<file path="src/rtl/mul_sequencer.sv">
// mul_sequencer: multi-cycle controller and radix-2 shift-add datapath for the
// RV32M MUL group in the EX stage. It accepts one instruction in IDLE and runs
// DATA_W add/shift iterations in BUSY. It then presents the selected product
// word for exactly one cycle in DONE. While the multiply is in flight it asks
// the pipeline to freeze.
//
// Ports:
//   clk     - system clock; all state updates on the rising edge
//   arst_n  - synchronous active-low reset
//   start   - EX stage holds a MUL-group instruction (level)
//   flush   - kill the in-flight multiply (redirect)
//   funct3  - 000 selects the low product word, anything else the high word
//   op_a    - multiplicand (rs1), unsigned
//   op_b    - multiplier (rs2), unsigned
//   result  - product word, valid while done = 1 (registered)
//   done    - one-cycle completion pulse (registered)
//   busy    - high while iterating (registered)
//   stall   - combinational freeze request to PC, IF/ID and ID/EX
//
// Optional feature macro: MUL_EARLY_TERM_EN
//   When defined, BUSY exits as soon as the shifted multiplier is zero. When
//   undefined, BUSY always lasts exactly DATA_W cycles.

module mul_sequencer #(
  parameter int DATA_W = 32
) (
  input  logic              clk,
  input  logic              arst_n,
  input  logic              start,
  input  logic              flush,
  input  logic [2:0]        funct3,
  input  logic [DATA_W-1:0] op_a,
  input  logic [DATA_W-1:0] op_b,
  output logic [DATA_W-1:0] result,
  output logic              done,
  output logic              busy,
  output logic              stall
);

  localparam int CNT_W = $clog2(DATA_W) + 1;
  localparam logic [CNT_W-1:0] CNT_LAST = CNT_W'(DATA_W);

  typedef enum logic [1:0] {
    IDLE = 2'd0,
    BUSY = 2'd1,
    DONE = 2'd2
  } state_t;

  state_t              state_reg;
  logic [2*DATA_W-1:0] acc_reg;
  logic [2*DATA_W-1:0] mcand_reg;
  logic [DATA_W-1:0]   mplier_reg;
  logic [CNT_W-1:0]    count_reg;
  logic                sel_reg;

  // One iteration of the datapath, evaluated every cycle but only committed
  // while in BUSY.
  logic [2*DATA_W-1:0] partial_next;
  logic [2*DATA_W-1:0] acc_next;
  logic [2*DATA_W-1:0] mcand_next;
  logic [DATA_W-1:0]   mplier_next;
  logic [CNT_W-1:0]    count_next;
  logic [DATA_W-1:0]   result_next;
  logic                last_iter;

  // Partial product is the multiplicand gated by the current multiplier LSB.
  generate
    for (genvar gi = 0; gi < 2*DATA_W; gi++) begin : g_partial
      assign partial_next[gi] = mcand_reg[gi] & mplier_reg[0];
    end
  endgenerate

  assign acc_next    = acc_reg + partial_next;
  assign mcand_next  = mcand_reg << 1;
  assign mplier_next = mplier_reg >> 1;
  assign count_next  = count_reg + 1'b1;

  // Result is captured on the final BUSY edge from the accumulator value being
  // written. This makes it valid in the same cycle that done goes high.
  assign result_next = sel_reg ? acc_next[DATA_W-1:0] : acc_next[2*DATA_W-1:DATA_W];

`ifdef MUL_EARLY_TERM_EN
  // Once the remaining multiplier bits are all zero, every further partial
  // product is zero too. The accumulator is already final at that point.
  assign last_iter = (count_next == CNT_LAST) || (mplier_next == '0);
`else
  assign last_iter = (count_next == CNT_LAST);
`endif

  // In IDLE the request itself must freeze the front end in the same cycle.
  // This keeps the instruction parked in EX while it is being accepted.
  always_comb begin
    stall = 1'b0;
    case (state_reg)
      IDLE:    stall = start;
      BUSY:    stall = 1'b1;
      DONE:    stall = 1'b0;
      default: stall = 1'b0;
    endcase
  end

  always_ff @(posedge clk) begin
    if (!arst_n) begin
      state_reg  <= IDLE;
      acc_reg    <= '0;
      mcand_reg  <= '0;
      mplier_reg <= '0;
      count_reg  <= '0;
      sel_reg    <= 1'b0;
      result     <= '0;
      done       <= 1'b0;
      busy       <= 1'b0;
    end else begin
      done <= 1'b0;
      busy <= 1'b0;
      if (flush) begin
        // Datapath registers are left as they are. Only control is cancelled,
        // and result keeps its previous value.
        state_reg <= IDLE;
      end else begin
        case (state_reg)
          IDLE: begin
            if (start) begin
              acc_reg    <= '0;
              mcand_reg  <= {{DATA_W{1'b0}}, op_a};
              mplier_reg <= op_b;
              count_reg  <= '0;
              sel_reg    <= (funct3 == 3'b000);
              busy       <= 1'b1;
              state_reg  <= BUSY;
            end
          end
          BUSY: begin
            acc_reg    <= acc_next;
            mcand_reg  <= mcand_next;
            mplier_reg <= mplier_next;
            count_reg  <= count_next;
            if (last_iter) begin
              result    <= result_next;
              done      <= 1'b1;
              state_reg <= DONE;
            end else begin
              busy <= 1'b1;
            end
          end
          DONE: begin
            // start here still belongs to the retiring instruction.
            state_reg <= IDLE;
          end
          default: begin
            state_reg <= IDLE;
          end
        endcase
      end
    end
  end

endmodule

</file>
<file path="config.mk">
export PLATFORM = sky130hd
export DESIGN_NAME = mul_sequencer
export DESIGN_NICKNAME = d
export VERILOG_FILES = /design/src/rtl/mul_sequencer.sv
export SDC_FILE = /design/constraint.sdc
export NUM_CORES = 1
export LEC_CHECK = 0
export BUFFER_PORTS_ARGS = -buffer_cell sky130_fd_sc_hd__buf_2
export CAP_MARGIN = 0
export CORE_MARGIN = 3
export CORE_UTILIZATION = 45
export CTS_BUF_LIST = sky130_fd_sc_hd__clkbuf_16
export DETAILED_ROUTE_END_ITERATION = 6
export PLACE_DENSITY = 0.67
export SLEW_MARGIN = 20
export SYNTH_ARGS = -nofsm -noshare
export SYNTH_HDL_FRONTEND = slang
export SYNTH_SLANG_ARGS = --single-unit
</file>
<file path="constraint.sdc">
create_clock -name clk -period 4.4 [get_ports clk]
set_clock_uncertainty 0.1 [all_clocks]
set_input_delay 0.22 -clock clk [delete_from_list [all_inputs] [get_ports clk]]
set_output_delay 0.22 -clock clk [all_outputs]
set_load 0.02 [all_outputs]
</file>
; Word-level counts from Yosys, hierarchy flattened
; Cells that the tools add are included.
[totals]
input_bits = 71
regBits = 203
elab_cells = 108
out_inout_bits = 35
[op_classes]
reduce_logical = 9
n_bitwise = 67
n_mux = 17
n_eq_ne = 4
n_addsub = 2
[op_table]
columns = operator, n
row1 = $pmux 64 s2, 2
row2 = $mux 64, 2
row3 = $add 64x64->64, 1
row4 = $and 1x1->1, 64
row5 = $mux 32, 2
row6 = $pmux 32 s2, 1
row7 = $pmux 6 s2, 1
row8 = $reduce_and 3->1, 3
row9 = $add 6x1->6 const B, 1
row10 = $eq 6x6->1 const B, 1
row11 = $mux 6, 1
row12 = $mux 2, 2
row13 = $ne 2x2->1 const B, 2
row14 = $pmux 1 s2, 2
row15 = $pmux 2 s2, 1
row16 = $logic_not 3->1, 1
row17 = $mux 1, 3
row18 = $not 1->1, 3
row19 = $reduce_or 3->1, 1
row20 = $eq 2x1->1 const B, 1
row21 = $logic_not 2->1, 1
row22 = $reduce_and 2->1, 1
row23 = $reduce_bool 2->1, 1
row24 = $reduce_or 2->1, 1

; Longest topological paths before layout
; Gate-level depths: netlist (run 1).
[logic_depth]
depth_word = 4
mapped_depth = 15
depth_no_buf = 13

; Worst setup path after synthesis (run 1)
; OpenSTA, ideal clock, no wires.
[synth_timing]
kind = reg-to-reg
startpoint = reg mplier_reg[0]
endpoint = reg acc_reg[42]
synth_period_minus_slack_ps = 3497
path_stages_with_launch = 16
t_required_ps = 4180
path_slack_ps = 903
path_buffers = 2
arrival_time_ps = 3277
cell_sequence = dfxtp_1 clkbuf_1 clkbuf_1 and2_1 ha_1 inv_1 fa_1 nor2b_1 o31a_1 o211ai_1 a311oi_1 nor2_1 o31ai_4 a21boi_2 and3_1 o31a_1
[synth_via]
elab_chain_len = 3
word_cells_on_any_way = 45
classes_between = add/sub: 1 / mux: 1 / bitwise: 43
[synth_lines]
columns = item, line_no
row1 = from (decl), 52  ; logic [DATA_W-1:0] mplier_reg;
row2 = from (signal assigned), 126  ; mplier_reg <= op_b;
row3 = from (signal assigned), 136  ; mplier_reg <= mplier_next;
row4 = $and 1x1->1, 69  ; assign partial_next[gi] = mcand_reg[gi] & mplier_reg[0];
row5 = $add 64x64->64 (*), 73  ; assign acc_next = acc_reg + partial_next;
row6 = $pmux 64 s2 (*), 121  ; case (state_reg)
row7 = to (signal assigned), 134  ; acc_reg <= acc_next;
row8 = to (decl), 50  ; logic [2*DATA_W-1:0] acc_reg;
; Every way passes the cells marked *; elsewhere a longest branch is shown, timed or not.
; A chain may end at the register's enable or synchronous reset.

; Worst setup path after layout (run 1)
[layout_timing]
startpoint = reg mplier_reg[0]
endpoint = reg acc_reg[57]
; Same word-level chain as after synthesis.

==> metrics.txt, run 1 <==
Clock H-tree levels=1; FF+latch count, synth=203; Setup crit end=acc_reg[57]$_SDFFE_PN0P_; Max VDD drop=0.284 mV; area leader, netlist=dfxtp_1; largest cells by area after synthesis=dfxtp_1, ha_1, nor2_1, mux2i_1, a21oi_1; final worst path period share=90.3%; Post-synth EDFFs=0; post-synthesis cell type count=84; YS warnings=0; register area=4060 um2; status=finished clean; syn_area_per_cell=8.20 um2; RSZ-0062 raised after global routing=false; Detailed Place HPWL=27.9 mm; post-synthesis sequential area ratio=32.7%; min-delay worst type=input port to flop; TritonRoute pass-1 iters=5; Post-CTS Setup Inserts=0; commonest non-fill, non-tap cell in the layout=dfxtp_1; Leak=0.00636 uW; CTS root buf=clkbuf_16; reg2reg path depth=11; Routed wire per std cell=20.0 um; Area Overhead vs Synth=16.4%; total wire length=39.5 mm; placed instance area=13000 um2; slew at the pin with the worst max-slew slack=1.06 ns; CTS resizes=0; CP startpoint kind=flop; number of buffers added on ports=105; fillers=2597; CP Launch Point=mplier_reg[0]$_SDFFE_PN0P_; Final ANT Viol Nets=0; core area=27000 um2; footprint of the multi-input gates=7790 um2; Hold Violations, Final=0; Clk Latency, worst-skew pair=0.54 ns; die height=172 um; non-filler cells, final=1979; WP data arrival=4.26 ns; CTS clock-pin slew for the worst setup and hold paths=0.06 ns; crit path time final=3.97 ns; first-pass GRT wire length=62.4 mm; most frequent cells in the layout=dfxtp_1, nor2_1, a21oi_1; setup_tns=0 ns; crit path kind=flop to flop; total number of vias=11.8k; max-slew violation count=0; Die Area=29600 um2; Async SR Flop Fraction=0%; Rel. slew slack=29.1%; total power=4240 uW; CTS tree=built; antenna violations before repair=1; IO Count=106; Die Width=172 um; routability cong.=0.959; Post-Place Cells=1868; CTS Buf Count=24; pin count of the biggest net entering global routing=128; top_reg_cell synth=dfxtp_1; worst reg2reg endpoint=acc_reg[57]$_SDFFE_PN0P_; Starting Density=46.0%; final setup violation count=0; final instance area=14500 um2; Hold Slack=0.0325 ns; CP endpoint kind=flop; total grt overflow=0; Worst R2R Start=mplier_reg[0]$_SDFFE_PN0P_; layout cells sized above 1=11.9%; crit path max fanout=62; initial drt markers=1036; Max Fclk=0.252 GHz; syn_nets=1651; nets=1756; Post-Synthesis Cells=1515; CP required=4.69 ns; Rows=60; Global Route Usage Sum=26.3%; DRC=0; n_diodes=0; mapped cell area=12400 um2; Yosys top cell area share=32.7%; vias in the first global route=11.1k; PD cells=294 nW/um2; maxcap violations=0; hold_buf cts=67; DR vias/cell=5.96; CTS Sinks=203; CTS max path bufs=3; Worst R2R Setup Slack=0.43 ns
logic make-up after synthesis:
family / count (synthesis) / synth area share (%)
multiplexers: 69 / 5.57
AO/OA/AOI/OAI: 493 / 27.1
buffers and inverters: 130 / 4.82
adder cells (fa/ha/maj): 65 / 6.61
XOR/XNOR: 57 / 4.02
flip-flops: 203 / 32.7
AND/OR/NAND/NOR: 498 / 19.1
synth_stat cells (9+ instances only):
| master | number |
|---|---|
| and2_1 | 73 |
| dfxtp_1 | 203 |
| o21ai_0 | 86 |
| a21o_1 | 34 |
| o21bai_1 | 19 |
| a22o_1 | 10 |
| a31oi_1 | 16 |
| a211oi_1 | 65 |
| nand2_1 | 109 |
| clkbuf_1 | 81 |
| xor2_1 | 35 |
| o31ai_1 | 9 |
| nor3_1 | 15 |
| xnor2_1 | 22 |
| a22oi_1 | 66 |
| mux2i_1 | 68 |
| nand3_1 | 26 |
| nand4_1 | 24 |
| ha_1 | 64 |
| and3_1 | 14 |
| a21oi_1 | 112 |
| nor2_1 | 191 |
| inv_1 | 22 |
report_power, final:
part           leakage [uW]  internal, uW  switching [uW]
logic               0.00431           157             220
registers           0.00165          1890            33.8
clock network      0.000402          1110             832
worst min-delay path by stage:
stage                                   from                          end  depth (start not counted)
floorplan                           op_b[31]  mplier_reg[31]$_SDFFE_PN0P_                          2
global placement    acc_reg[43]$_SDFFE_PN0P_     acc_reg[43]$_SDFFE_PN0P_                          2
detailed placement  acc_reg[51]$_SDFFE_PN0P_     acc_reg[51]$_SDFFE_PN0P_                          2
CTS                                    start    state_reg[0]$_SDFFE_PP0P_                          4
global route                           start    state_reg[0]$_SDFFE_PP0P_                          4
finish                                 start    state_reg[0]$_SDFFE_PP0P_                          4
layer usage:
layer | global-route usage, % | share of wire [%]
met2 | 42.9 | 45
met4 | 6.46 | 2.6
met5 | 0 | 0.033
met3 | 3.73 | 6.1
met1 | 37.0 | 46
per-stage QoR:
step | util [%] | worst slack (ns)
2_1_floorplan | - | 0.903
3_3_place_gp | 48.2 | 0.547
3_5_place_dp | 48.2 | 0.537
4_1_cts | 53.5 | 0.507
5_1_grt | 53.5 | 0.182
6_report | 53.5 | 0.427
layout make-up:
| type | instances | area share, % |
|---|---|---|
| clock buffer | 24 | 4.15 |
| clock inverter | 20 | 1.12 |
| inverter | 23 | 0.614 |
| multi-input combinational | 1182 | 53.9 |
| sequential | 203 | 28.1 |
| tap | 341 | 2.95 |
| timing repair buffer | 186 | 9.17 |
worst max-delay path, stage by stage, from the launching register on:
cell and delay (ns):
dfxtp_1 0.35, buf_12 0.20, and2_1 0.17, ha_1 0.45
nand4_1 0.24, o221a_2 0.30, a31oi_1 0.42, o21ai_1 0.35
o41ai_4 0.65, a41oi_1 0.25, xnor2_1 0.22, o21ai_0 0.11
Note: power is estimated with default switching activity, not from simulation.
==> run 2: changes to the inputs <==
--- a/config.mk
+++ b/config.mk
@@ -7,11 +7,12 @@
 export LEC_CHECK = 0
 export BUFFER_PORTS_ARGS = -buffer_cell sky130_fd_sc_hd__buf_2
 export CAP_MARGIN = 0
-export CORE_MARGIN = 3
+export CORE_MARGIN = 2
 export CORE_UTILIZATION = 45
 export CTS_BUF_LIST = sky130_fd_sc_hd__clkbuf_16
 export DETAILED_ROUTE_END_ITERATION = 6
 export PLACE_DENSITY = 0.67
+export RECOVER_POWER = 100
 export SLEW_MARGIN = 20
 export SYNTH_ARGS = -nofsm -noshare
 export SYNTH_HDL_FRONTEND = slang
==> constraint.sdc (replaced) <==
create_clock -name clk -period 4.6 [get_ports clk]
set_clock_uncertainty 0.1 [all_clocks]
set_input_delay 0.23 -clock clk [delete_from_list [all_inputs] [get_ports clk]]
set_output_delay 0.23 -clock clk [all_outputs]
set_load 0.02 [all_outputs]
==> run 2 against run 1 <==
  * The flow now finishes with violations (capacitance limit, slew limit)
  * Critical path type unchanged
  * Largest cell class unchanged
  * Global-route usage up 0.35 points
  * Clock-buffer cell count down 1
  * Cell area down 0.96%
  * Highest routed layer is now met4
  * Combinational power down 5.8%
  * Wire length down 1.8%
  * Die area down 2.3%
  * Critical path depth down 4
  * Largest power group is now sequential cells
  * Via count down 0.49%
  * Worst hold slack better by 0.0093 ns
  * Sequential power down 4%
  * Register-to-register slack better by 0.17 ns
==> metrics.txt, run 2 (same netlist as run 1, synthesis figures left out) <==
RSZ-0062 raised after global routing=false; Starting Density=46.0% (unchanged); crit path kind=flop to flop; total number of vias=11.7k (-0.49%); CTS max path bufs=3 (unchanged); IO Count=106 (unchanged); routability cong.=0.947 (-1.2%); maxcap violations=2 (+2); slew at the pin with the worst max-slew slack=1.93 ns (+0.864 ns); Post-Place Cells=1871 (+0.16%); fillers=2583 (-0.54%); pin count of the biggest net entering global routing=68 (-47%); CTS tree=built; Worst Hold Depth=4 (unchanged); CP startpoint kind=flop; Hold Violations, Final=0 (unchanged); die height=170 um (-1.2%); vias in the first global route=11.3k (+1.4%); total wire length=38.8 mm (-1.8%); Leak=0.00614 uW (-3.5%); CTS Sinks=203 (unchanged); Global Route Usage Sum=26.7% (+0.35 points); final worst path period share=87.1% (-3.2 points); Die Area=28900 um2 (-2.3%); Rel. slew slack=-28.9% (-58 points); PD cells=278 nW/um2 (-5.2%); most frequent cells in the layout=dfxtp_1, nor2_1, a21oi_1; placed instance area=13000 um2 (+0.12%); commonest non-fill, non-tap cell in the layout=dfxtp_1; TritonRoute pass-1 iters=5 (unchanged); Die Width=170 um (-1.2%); setup ws final=0.593 ns (+0.166 ns); Area Overhead vs Synth=15.3%; core area=27000 um2 (unchanged); Routed wire per std cell=19.6 um (-1.8%); Detailed Place HPWL=27.6 mm (-0.81%); DR vias/cell=5.93 (-0.49%); setup_tns=0 ns (unchanged); CTS root buf=clkbuf_16; violated checks=capacitance limit, slew limit; reg2reg path depth=7 (-4); non-filler cells, final=1979 (unchanged); layout cells sized above 1=9.46% (-2.4 points); crit path time final=4.01 ns (+0.0340 ns); min-delay worst type=input port to flop; final setup violation count=0 (unchanged); Post-CTS Setup Inserts=0 (unchanged); DRC=0 (unchanged); Max Fclk=0.250 GHz (-0.85%); dpl ws=0.802 ns (+0.265 ns); CP endpoint kind=flop; first-pass GRT wire length=61.7 mm (-1.1%); Final ANT Viol Nets=0 (unchanged); crit path max fanout=25 (-60%); CTS Buf Count=23 (-4.2%); Rows=60 (unchanged); WP data arrival=4.33 ns (+0.07 ns); CTS clock-pin slew for the worst setup and hold paths=0.06 ns (about the same); number of buffers added on ports=105 (unchanged); Max VDD drop=0.261 mV (-8.4%); Clock H-tree levels=1 (unchanged); total grt overflow=0 (unchanged); n_diodes=0 (unchanged); final instance area=14300 um2 (-0.96%); status=finished with violations; antenna violations before repair=1 (unchanged); max-slew violation count=57 (+57); CP required=4.93 ns (+0.24 ns); initial drt markers=997 (-3.8%); nets=1758 (+0.11%); Clk Latency, worst-skew pair=0.53 ns (about the same)
run 2: layer usage:
metal	part of all wire (%)	wire, um	track usage [%]	vias to the layer above
met5	0	0	0	-
met4	3.3	1300	8.55	0
met3	5.5	2120	3.26	65
met2	45	17600	43.0	338
met1	46	17800	37.1	5568
li1	-	-	-	5767
run 2: layout make-up:
cell class                      instances  area [um2]  area share, %
Multi-Input combinational cell       1182        7750           54.1
Sequential cell                       203        4060           28.4
Timing Repair Buffer                  189        1270           8.87
Clock buffer                           23         576           4.02
Tap cell                              341         427           2.98
Clock inverter                         18         143          0.996
Inverter                               23        87.6          0.612
run 2: worst max-delay path, cell delays in order, from the launching register on:
cell and delay [ns]:
dfxtp_1 0.45, nand2b_4 0.16, nor2_1 1.45, nand2_1 0.21, clkbuf_1 0.45, nor2_1 0.68
a22oi_1 0.21, a21oi_1 0.20
run 2: power by group:
group          switching (uW)  internal [uW]  leakage [uW]
logic                     208            147       0.00411
registers                31.9           1810       0.00165
clock network             765           1020      0.000379
run 2: worst paths after layout:
| check | start | endpoint | slack (ns) |
|---|---|---|---|
| setup / recovery | state_reg[0]$_SDFFE_PP0P_ | result[10]$_SDFFE_PN0P_ | 0.59 |
| hold / removal | start | state_reg[0]$_SDFFE_PP0P_ | 0.04 |
| setup reg to reg | state_reg[0]$_SDFFE_PP0P_ | result[10]$_SDFFE_PN0P_ | 0.59 |
| hold reg to reg | acc_reg[55]$_SDFFE_PN0P_ | acc_reg[55]$_SDFFE_PN0P_ | 0.36 |
run 2: what timing repair did:
item / 4_1_cts / 5_1_grt
hold endpoints to repair: 68 / 0
resized for setup: 0 / 0
hold buffers: 67 / 0
run 2: per-stage QoR:
stage / hold WS [ns] / total power [uW] / util [%]
after detailed placement: 0.353 / 2190 / 48.3
final: 0.0419 / 3980 / 53.0
after floorplan: 0.291 / 2080 / -
after CTS: 0.00272 / 4010 / 53.4
after global routing: 0.0746 / 4130 / 53.0
after global placement: 0.343 / 2180 / 48.3
